===== src/rtl/mc_control_pkg.sv =====
// Shared constants for the multicycle controller and its datapath:
// opcodes, FSM state encodings and mux-select codes.
package mc_control_pkg;

  localparam logic [5:0] OP_R    = 6'b000000;
  localparam logic [5:0] OP_LW   = 6'b100011;
  localparam logic [5:0] OP_SW   = 6'b101011;
  localparam logic [5:0] OP_BEQ  = 6'b000100;
  localparam logic [5:0] OP_J    = 6'b000010;
  localparam logic [5:0] OP_ADDI = 6'b001000;
  localparam logic [5:0] OP_JAL  = 6'b000011;

  typedef enum logic [3:0] {
    S_FETCH    = 4'd0,
    S_DECODE   = 4'd1,
    S_MEM_ADDR = 4'd2,
    S_MEM_RD   = 4'd3,
    S_MEM_WB   = 4'd4,
    S_MEM_WR   = 4'd5,
    S_EXEC     = 4'd6,
    S_R_WB     = 4'd7,
    S_BRANCH   = 4'd8,
    S_JUMP     = 4'd9,
    S_ADDI_EX  = 4'd10,
    S_ADDI_WB  = 4'd11,
    S_JAL      = 4'd12
  } state_t;

  localparam logic [1:0] SRC_B_REG     = 2'd0;
  localparam logic [1:0] SRC_B_FOUR    = 2'd1;
  localparam logic [1:0] SRC_B_IMM     = 2'd2;
  localparam logic [1:0] SRC_B_IMM_SH2 = 2'd3;

  localparam logic [1:0] REG_DST_RT = 2'd0;
  localparam logic [1:0] REG_DST_RD = 2'd1;
  localparam logic [1:0] REG_DST_RA = 2'd2;

  localparam logic [1:0] M2R_ALUOUT = 2'd0;
  localparam logic [1:0] M2R_MDR    = 2'd1;
  localparam logic [1:0] M2R_PC     = 2'd2;

  localparam logic [1:0] PC_SRC_ALU    = 2'd0;
  localparam logic [1:0] PC_SRC_ALUOUT = 2'd1;
  localparam logic [1:0] PC_SRC_JUMP   = 2'd2;

  localparam logic [1:0] ALU_ADD   = 2'd0;
  localparam logic [1:0] ALU_SUB   = 2'd1;
  localparam logic [1:0] ALU_FUNCT = 2'd2;

endpackage


===== src/rtl/mc_control_if.sv =====
// Control bundle between the multicycle controller (master) and the
// datapath (slave): decode inputs, memory handshake and all selects/enables.
interface mc_control_if;

  logic [5:0] opcode;
  logic       zero;
  logic       mem_ready;
  logic       pc_write;
  logic       ir_write;
  logic       mem_read;
  logic       mem_write;
  logic       reg_write;
  logic       i_or_d;
  logic       alu_src_a;
  logic [1:0] alu_src_b;
  logic [1:0] reg_dst;
  logic [1:0] mem_to_reg;
  logic [1:0] pc_source;
  logic [1:0] alu_op;
  logic       illegal;

  modport master (
    input  opcode, zero, mem_ready,
    output pc_write, ir_write, mem_read, mem_write, reg_write, i_or_d,
           alu_src_a, alu_src_b, reg_dst, mem_to_reg, pc_source, alu_op,
           illegal
  );

  modport slave (
    output opcode, zero, mem_ready,
    input  pc_write, ir_write, mem_read, mem_write, reg_write, i_or_d,
           alu_src_a, alu_src_b, reg_dst, mem_to_reg, pc_source, alu_op,
           illegal
  );

endinterface


===== src/rtl/mc_control.sv =====
// Multicycle MIPS-subset controller: Moore FSM sequencing fetch, decode,
// execute, memory and write-back, plus a sticky illegal-opcode flag.
//
//   state    | meaning
//   FETCH    | read instruction at PC, PC+4; hold until mem_ready
//   DECODE   | branch target into ALUOut, dispatch on opcode
//   MEM_ADDR | base + imm address for lw/sw
//   MEM_RD   | data read, hold until mem_ready
//   MEM_WB   | MDR -> rt
//   MEM_WR   | data write, hold until mem_ready
//   EXEC     | R-type ALU operation
//   R_WB     | ALUOut -> rd
//   BRANCH   | compare, PC <- ALUOut if zero
//   JUMP     | PC <- jump target
//   ADDI_EX  | reg A + imm
//   ADDI_WB  | ALUOut -> rt
//   JAL      | PC <- jump target, PC -> $31
module mc_control
  import mc_control_pkg::*;
(
  input  logic         clk,
  input  logic         reset_n,
  mc_control_if.master bus
);

  state_t state;
  state_t state_nxt;
  logic   illegal_q;
  logic   illegal_set;

  always_ff @(posedge clk or negedge reset_n) begin
    if (!reset_n) begin
      state     <= S_FETCH;
      illegal_q <= 1'b0;
    end else begin
      state <= state_nxt;
      if (illegal_set) illegal_q <= 1'b1;
    end
  end

  always_comb begin
    state_nxt      = state;
    illegal_set    = 1'b0;
    bus.pc_write   = 1'b0;
    bus.ir_write   = 1'b0;
    bus.mem_read   = 1'b0;
    bus.mem_write  = 1'b0;
    bus.reg_write  = 1'b0;
    bus.i_or_d     = 1'b0;
    bus.alu_src_a  = 1'b0;
    bus.alu_src_b  = SRC_B_REG;
    bus.reg_dst    = REG_DST_RT;
    bus.mem_to_reg = M2R_ALUOUT;
    bus.pc_source  = PC_SRC_ALU;
    bus.alu_op     = ALU_ADD;
    bus.illegal    = illegal_q;

    // Outputs are gated by reset itself so a mid-wait request drops at once.
    if (reset_n) begin
      case (state)
        S_FETCH: begin
          bus.mem_read  = 1'b1;
          bus.alu_src_b = SRC_B_FOUR;
          bus.ir_write  = bus.mem_ready;
          bus.pc_write  = bus.mem_ready;
          if (bus.mem_ready) state_nxt = S_DECODE;
        end
        S_DECODE: begin
          bus.alu_src_b = SRC_B_IMM_SH2;
          case (bus.opcode)
            OP_R:         state_nxt = S_EXEC;
            OP_LW, OP_SW: state_nxt = S_MEM_ADDR;
            OP_BEQ:       state_nxt = S_BRANCH;
            OP_J:         state_nxt = S_JUMP;
            OP_ADDI:      state_nxt = S_ADDI_EX;
            OP_JAL:       state_nxt = S_JAL;
            default: begin
              state_nxt   = S_FETCH;
              illegal_set = 1'b1;
            end
          endcase
        end
        S_MEM_ADDR: begin
          bus.alu_src_a = 1'b1;
          bus.alu_src_b = SRC_B_IMM;
          if (bus.opcode == OP_LW)      state_nxt = S_MEM_RD;
          else if (bus.opcode == OP_SW) state_nxt = S_MEM_WR;
          else                          state_nxt = S_FETCH;
        end
        S_MEM_RD: begin
          bus.mem_read = 1'b1;
          bus.i_or_d   = 1'b1;
          if (bus.mem_ready) state_nxt = S_MEM_WB;
        end
        S_MEM_WB: begin
          bus.reg_write  = 1'b1;
          bus.mem_to_reg = M2R_MDR;
          state_nxt      = S_FETCH;
        end
        S_MEM_WR: begin
          bus.mem_write = 1'b1;
          bus.i_or_d    = 1'b1;
          if (bus.mem_ready) state_nxt = S_FETCH;
        end
        S_EXEC: begin
          bus.alu_src_a = 1'b1;
          bus.alu_op    = ALU_FUNCT;
          state_nxt     = S_R_WB;
        end
        S_R_WB: begin
          bus.reg_write = 1'b1;
          bus.reg_dst   = REG_DST_RD;
          state_nxt     = S_FETCH;
        end
        S_BRANCH: begin
          bus.alu_src_a = 1'b1;
          bus.alu_op    = ALU_SUB;
          bus.pc_source = PC_SRC_ALUOUT;
          bus.pc_write  = bus.zero;
          state_nxt     = S_FETCH;
        end
        S_JUMP: begin
          bus.pc_source = PC_SRC_JUMP;
          bus.pc_write  = 1'b1;
          state_nxt     = S_FETCH;
        end
        S_ADDI_EX: begin
          bus.alu_src_a = 1'b1;
          bus.alu_src_b = SRC_B_IMM;
          state_nxt     = S_ADDI_WB;
        end
        S_ADDI_WB: begin
          bus.reg_write = 1'b1;
          state_nxt     = S_FETCH;
        end
        S_JAL: begin
          bus.pc_source  = PC_SRC_JUMP;
          bus.pc_write   = 1'b1;
          bus.reg_write  = 1'b1;
          bus.reg_dst    = REG_DST_RA;
          bus.mem_to_reg = M2R_PC;
          state_nxt      = S_FETCH;
        end
        default: state_nxt = S_FETCH;
      endcase
    end
  end

endmodule


===== src/flat_wrapper.sv =====
// flat-port wrapper written by rule: the top's interface ports become plain ports
module mc_control_flat import mc_control_pkg::*;
  (clk, reset_n, bus_opcode, bus_zero, bus_mem_ready, bus_pc_write, bus_ir_write, bus_mem_read, bus_mem_write, bus_reg_write, bus_i_or_d, bus_alu_src_a, bus_alu_src_b, bus_reg_dst, bus_mem_to_reg, bus_pc_source, bus_alu_op, bus_illegal);
  mc_control_if bus_i ();
  input  logic clk;
  input  logic reset_n;
  input wire logic [$bits(bus_i.opcode)-1:0] bus_opcode;
  input wire logic [$bits(bus_i.zero)-1:0] bus_zero;
  input wire logic [$bits(bus_i.mem_ready)-1:0] bus_mem_ready;
  output wire logic [$bits(bus_i.pc_write)-1:0] bus_pc_write;
  output wire logic [$bits(bus_i.ir_write)-1:0] bus_ir_write;
  output wire logic [$bits(bus_i.mem_read)-1:0] bus_mem_read;
  output wire logic [$bits(bus_i.mem_write)-1:0] bus_mem_write;
  output wire logic [$bits(bus_i.reg_write)-1:0] bus_reg_write;
  output wire logic [$bits(bus_i.i_or_d)-1:0] bus_i_or_d;
  output wire logic [$bits(bus_i.alu_src_a)-1:0] bus_alu_src_a;
  output wire logic [$bits(bus_i.alu_src_b)-1:0] bus_alu_src_b;
  output wire logic [$bits(bus_i.reg_dst)-1:0] bus_reg_dst;
  output wire logic [$bits(bus_i.mem_to_reg)-1:0] bus_mem_to_reg;
  output wire logic [$bits(bus_i.pc_source)-1:0] bus_pc_source;
  output wire logic [$bits(bus_i.alu_op)-1:0] bus_alu_op;
  output wire logic [$bits(bus_i.illegal)-1:0] bus_illegal;
  assign bus_i.opcode = bus_opcode;
  assign bus_i.zero = bus_zero;
  assign bus_i.mem_ready = bus_mem_ready;
  assign bus_pc_write = bus_i.pc_write;
  assign bus_ir_write = bus_i.ir_write;
  assign bus_mem_read = bus_i.mem_read;
  assign bus_mem_write = bus_i.mem_write;
  assign bus_reg_write = bus_i.reg_write;
  assign bus_i_or_d = bus_i.i_or_d;
  assign bus_alu_src_a = bus_i.alu_src_a;
  assign bus_alu_src_b = bus_i.alu_src_b;
  assign bus_reg_dst = bus_i.reg_dst;
  assign bus_mem_to_reg = bus_i.mem_to_reg;
  assign bus_pc_source = bus_i.pc_source;
  assign bus_alu_op = bus_i.alu_op;
  assign bus_illegal = bus_i.illegal;
  mc_control u_core (.clk(clk), .reset_n(reset_n), .bus(bus_i));
endmodule

===== config.mk =====
export PLATFORM = sky130hd
export DESIGN_NAME = mc_control_flat
export DESIGN_NICKNAME = d
export VERILOG_FILES = /design/src/rtl/mc_control_pkg.sv /design/src/rtl/mc_control_if.sv /design/src/rtl/mc_control.sv /design/src/flat_wrapper.sv
export SDC_FILE = /design/constraint.sdc
export NUM_CORES = 1
export LEC_CHECK = 0
export CAP_MARGIN = 15
export CORE_MARGIN = 4
export CORE_UTILIZATION = 44
export DETAILED_ROUTE_END_ITERATION = 7
export PLACE_DENSITY = 0.83
export SLEW_MARGIN = 40
export SYNTH_ARGS = -nofsm -noshare
export SYNTH_HDL_FRONTEND = slang
export SYNTH_SLANG_ARGS = --single-unit

===== constraint.sdc =====
create_clock -name clk -period 3.07 [get_ports clk]
set_clock_uncertainty 0.1 [all_clocks]
set_input_delay 0.4605 -clock clk [delete_from_list [all_inputs] [get_ports clk]]
set_output_delay 0.4605 -clock clk [all_outputs]
set_load 0.1 [all_outputs]

# Word level (Yosys, flattened, before mapping)
# Index checks and enable logic that the tools add are counted.
totals:
  reg_bits: 5
  in_bits: 10
  output_inout_bits: 18
  elab_cells: 68
op_classes:
  eq_ne: 21
  muxes: 34
  reduce_logical: 11
ops:
  columns: ["cell", "count"]
  rows:
  - ["$pmux W4 S7", 1]
  - ["$pmux W4 S6", 1]
  - ["$eq A4 B4 Y1 const B", 5]
  - ["$eq A4 B3 Y1 const B", 4]
  - ["$mux W1", 16]
  - ["$mux W4", 4]
  - ["$pmux W2 S2", 4]
  - ["$eq A6 B2 Y1 const B", 2]
  - ["$eq A6 B6 Y1 const B", 2]
  - ["$mux W2", 5]
  - ["$reduce_or A2 Y1", 5]
  - ["$eq A4 B2 Y1 const B", 2]
  - ["$reduce_or A4 Y1", 2]
  - ["$reduce_or A7 Y1", 1]
  - ["$eq A6 B3 Y1 const B", 1]
  - ["$eq A6 B4 Y1 const B", 1]
  - ["$logic_not A6 Y1", 1]
  - ["$ne A2 B2 Y1 const B", 3]
  - ["$pmux W2 S3", 1]
  - ["$eq A4 B1 Y1 const B", 1]
  - ["$logic_not A4 Y1", 1]
  - ["$reduce_and A4 Y1", 1]
  - ["$mux W3", 1]
  - ["$pmux W1 S3", 1]

# Longest topological paths before layout
depth:
  word_depth: 5
  depth_mapped: 5
  ltp_nobuf: 4

# Least setup slack after synthesis
# Ideal clock, no wire load.
synth_timing:
  kind: "register to output"
  from: "reg u_core.state[3]"
  to: "out bus_pc_write"
  arrival_ns: 3.603
  t_required_ns: 2.509
  setup_slack_ns: -1.093
  stages_incl_launch_ff: 6
  path_buffers: 2
  cell_sequence: "dfrtp_1 buf_2 buf_1 nand2_1 nor3_1 or2_2"
synth_between:
  elab_chain_cells: 4
  elab_cells_between_ends: 7
  classes_between: "eq/ne: 3; mux: 2; reduce/logical: 2"
synth_lines:
  columns: ["element", "line_no", "text"]
  rows:
  - ["start: declaration", "mc_control.sv:26", "state_t state;"]
  - ["start signal: assignment", "mc_control.sv:36", "state <= state_nxt;"]
  - ["$eq A4 B4 Y1", "mc_control.sv:60", "case (state)"]
  - ["$reduce_or A2 Y1 (no source line)", null, null]
  - ["$pmux W1 S3 (*)", "mc_control.sv:60", null]
  - ["$mux W1 (*)", "mc_control.sv:59", "if (reset_n) begin"]
  - ["end: declaration", "flat_wrapper.sv:10", "output wire logic [$bits(bus_i.pc_write)-1:0] bus_pc_write;"]
# Mark *: on every way between the ends. The rest lies on a longest branch, timed or not.

# Worst setup path after layout
layout_timing:
  from: "in reset_n"
  to: "out bus_mem_write"
layout_between:
  elab_chain_cells: 1
layout_lines:
  columns: ["element", "line_no", "text"]
  rows:
  - ["start: declaration", "flat_wrapper.sv:6", "input logic reset_n;"]
  - ["$mux W1", "mc_control.sv:59", null]
  - ["end: declaration", "flat_wrapper.sv:13", "output wire logic [$bits(bus_i.mem_write)-1:0] bus_mem_write;"]
# No other way between the ends.

==> impl_results.md <==
- DRT Pass-1 Iters: 4
- Clock latency on the worst-skew pair: 250 ps
- Comb pwr share: 73.7%
- Register area share after synthesis: 19.0%
- CTS root buffer: clkbuf_4
- Worst-path fanout max: 12
- Nets: 130
- Clk network pwr share: between 8 and 9%
- CP bufs+invs: 2
- Final period utilization: 86.0%
- Ant diodes: 0
- Vias per cell: 6.25
- Unique masters post-synth: 34
- Hold Buf Count CTS: 0
- Placer Congestion: between 0.9 and 1
- HPWL Detailed: 1600 microns
- Max Freq: 379 MHz
- PwrDens: 887 nW/um^2
- # setup viols final: 0
- YS warnings: 0
- Register clock-pin slew on the reported worst setup and hold paths: roughly 40 ps
- CTS max path bufs: 2
- Die ar.: about 2200 sq um
- Vias in the first global route: 727
- Residual DRC: 0
- Area grow syn2layout: 71.5%
- Flop pwr share: 18.2%
- #FFs+latches synth: 5
- Final hold viol count: 0
- Worst-Margin Slew: 611 ps
- Remaining Overflow, GRT: 0
- Post-route ant nets: 0
- Initial cell density of the core: around half
- CP max stage delay: 760 ps
- Pin count of the biggest net entering global routing: 18
- Peak supply drop: 0.608 mV
- Hold crit path type: reg2reg
- Gate Count Post-Synth: 96
- Routed WL: 2120 microns
- RSZ-0062 raised after global routing: false
- Final core utilization: 83.6%
- Vert. Die Dim: about 47 microns
- Post-layout power: 1.00 mW
- Layout cells sized above 1: 25.2%
- Worst EP arrival: 2080 ps
- Required @ worst endpoint: approximately 2500 ps
- Antenna violations before repair: 0
- Avg Cell Area, Syn: 6.86 sq um
- Critical-path top delay cell: clkdlybuf4s50_1
- Final instance area: 1130 sq um
- Total Routing Usage GR: between 20% and 30%
- Dominant cells by area after synthesis: dfrtp_1 (19%), nor2_1 (9.1%), nor3_1 (6.8%), nor2b_1 (5.7%), xnor2_1 (5.3%)
- Minimum clock period: 2640 ps
- Sink Count: 5
- Net Sw Power: 0.594 mW
- Total number of vias: ~840
- Max Transition Viols Final: 0
- Top Family by Delay on Critical Path: buffers and inverters
- CP cell instances: clkdlybuf4s50_1 -> nor2b_1 -> nand2_1 -> nor2_1 -> buf_12
- Startpoint types: input port
- Net Sw Frac: a little under 60%
- Leakage: 0.433 nW
- Rows: 13
- Die W: 46.7 microns
- Max Cap Viol: 0
- Post-CTS setup buffer count: 0
- Type of the worst setup path: in2out
- Min Hold Slack: 363 ps
- Endpoint class of the critical path: output port
- Dpl ws: 455 ps
- Global-route wire length before repair: 3230 microns
- H-Tree Depth: 1
- CTS Buf Count: 3
- Core Footprint: 1350 sq um
- Setup WS post-layout: 431 ps
- Cell Area, Synth: 658 sq um
- Area post-placement: 1100 sq um
- CTS tree: built
- Int Pwr: between 0.4 and 0.5 mW
- Wirelength per Cell: 15.8 microns
- Resized cells post-CTS: 0
- Max_slew headroom: between 50% and 60%
- DR iter-0 viols: 42
- Syn_nets: 106
- Post-synth top area share: about a fifth
- Largest area contributor in the netlist: dfrtp_1
- Status: completed
- Port Buffer Count: 27
- Num ports: 28
==> cells by family (layout without fill, tap and decap cells) <==
kind of cell / count (synthesis) / after routing / synth area share, %
simple gates: 57 / 57 / 43.7
compound gates: 18 / 18 / 20.9
buf+inv: 9 / 32 / 6.65
xor+xnor: 5 / 5 / 6.65
flops: 5 / 5 / 19.0
mux: 2 / 2 / 3.04
==> sequential cells by signal, indices dropped and copies added, names as in the netlist <==
register and cells:
u_core.state 4, u_core.bus.illegal 1
==> metal layers <==
metal / GRT usage, % / vias to the layer above / share of wire, %
met1: 24.5 / 374 / 38
met3: 7.81 / 9 / 10
li1: - / 394 / -
met4: 11.6 / 0 / 2.7
met2: 34.6 / 61 / 49
met5: 0 / - / 0
==> area by class of cell <==
type / instances / area, sq um
inverter: 1 / 3.75
tap: 15 / 18.8
clock buffer: 4 / 26.3
sequential: 5 / 125
timing repair buffer: 27 / 438
fill: 86 / 221
multi-input combinational: 82 / 517
==> layout by cell type (no fill, tap or decap), types with 2 or more instances in the layout <==
| cell | instances |
|---|---|
| buf_12 | 17 |
| o31ai_1 | 2 |
| nand2_1 | 8 |
| a31oi_1 | 3 |
| nand2b_1 | 3 |
| dfrtp_1 | 5 |
| o21ai_1 | 2 |
| nor2_1 | 15 |
| nand3_1 | 4 |
| and3_1 | 4 |
| xnor2_1 | 4 |
| nor3_2 | 4 |
| nor2b_1 | 6 |
| mux2i_1 | 2 |
| nor4_1 | 2 |
| nor3_1 | 5 |
| clkdlybuf4s50_1 | 9 |
| clkbuf_4 | 3 |
==> power groups by stage <==
| stage | logic [mW] | registers [mW] | clock network [mW] |
|---|---|---|---|
| floorplan | 0.570 | 0.111 | 0 |
| global placement | 0.720 | 0.177 | 0 |
| detailed placement | 0.735 | 0.179 | 0 |
| CTS | 0.737 | 0.178 | 0.0845 |
| global route | 0.768 | 0.191 | 0.0923 |
| finish | 0.737 | 0.182 | 0.0812 |
==> synth_stat cells <==
| library cell | instances |
|---|---|
| a211oi_1 | 1 |
| dfrtp_1 | 5 |
| o22a_1 | 1 |
| nand3_1 | 4 |
| o21ai_1 | 2 |
| or2_2 | 1 |
| a211o_1 | 1 |
| o21ai_0 | 1 |
| a21oi_1 | 1 |
| a221o_1 | 1 |
| nor4b_1 | 1 |
| a221oi_2 | 1 |
| nor3_1 | 9 |
| mux2i_1 | 2 |
| xnor2_1 | 4 |
| inv_1 | 1 |
| xor2_1 | 1 |
| o31ai_1 | 2 |
| a31o_2 | 1 |
| a31oi_1 | 3 |
| nor3b_1 | 2 |
| nor4_1 | 2 |
| nand2b_1 | 3 |
| nor2_1 | 16 |
| o2111ai_1 | 1 |
| nor2b_1 | 6 |
| buf_2 | 5 |
| a21boi_0 | 1 |
| nand2_1 | 8 |
| and3_1 | 4 |
| nand4b_1 | 1 |
| a22o_1 | 1 |
| buf_4 | 1 |
| buf_1 | 2 |
==> path summary, 6_finish.rpt <==
kind / start / endpoint / slack [ps] / depth (start not counted)
max in group asynchronous: reset_n / u_core.bus.illegal / 2130 / 1
min in group asynchronous: reset_n / u_core.state[3] / 430 / 1
max reg2reg: u_core.state[2] / u_core.state[0] / 1180 / 4
max: reset_n / bus_mem_write / 430 / 5
min: u_core.bus.illegal / u_core.bus.illegal / 360 / 1
min reg2reg: u_core.bus.illegal / u_core.bus.illegal / 360 / 1
==> through the flow <==
| step | TNS, ps | instances |
|---|---|---|
| final | 0 | 134 |
| after global routing | 0 | 134 |
| after CTS | 0 | 134 |
| after detailed placement | 0 | 130 |
| after global placement | 0 | 130 |
| after floorplan | -178 | 96 |
No activity file was read; power rests on OpenSTA's default activity.
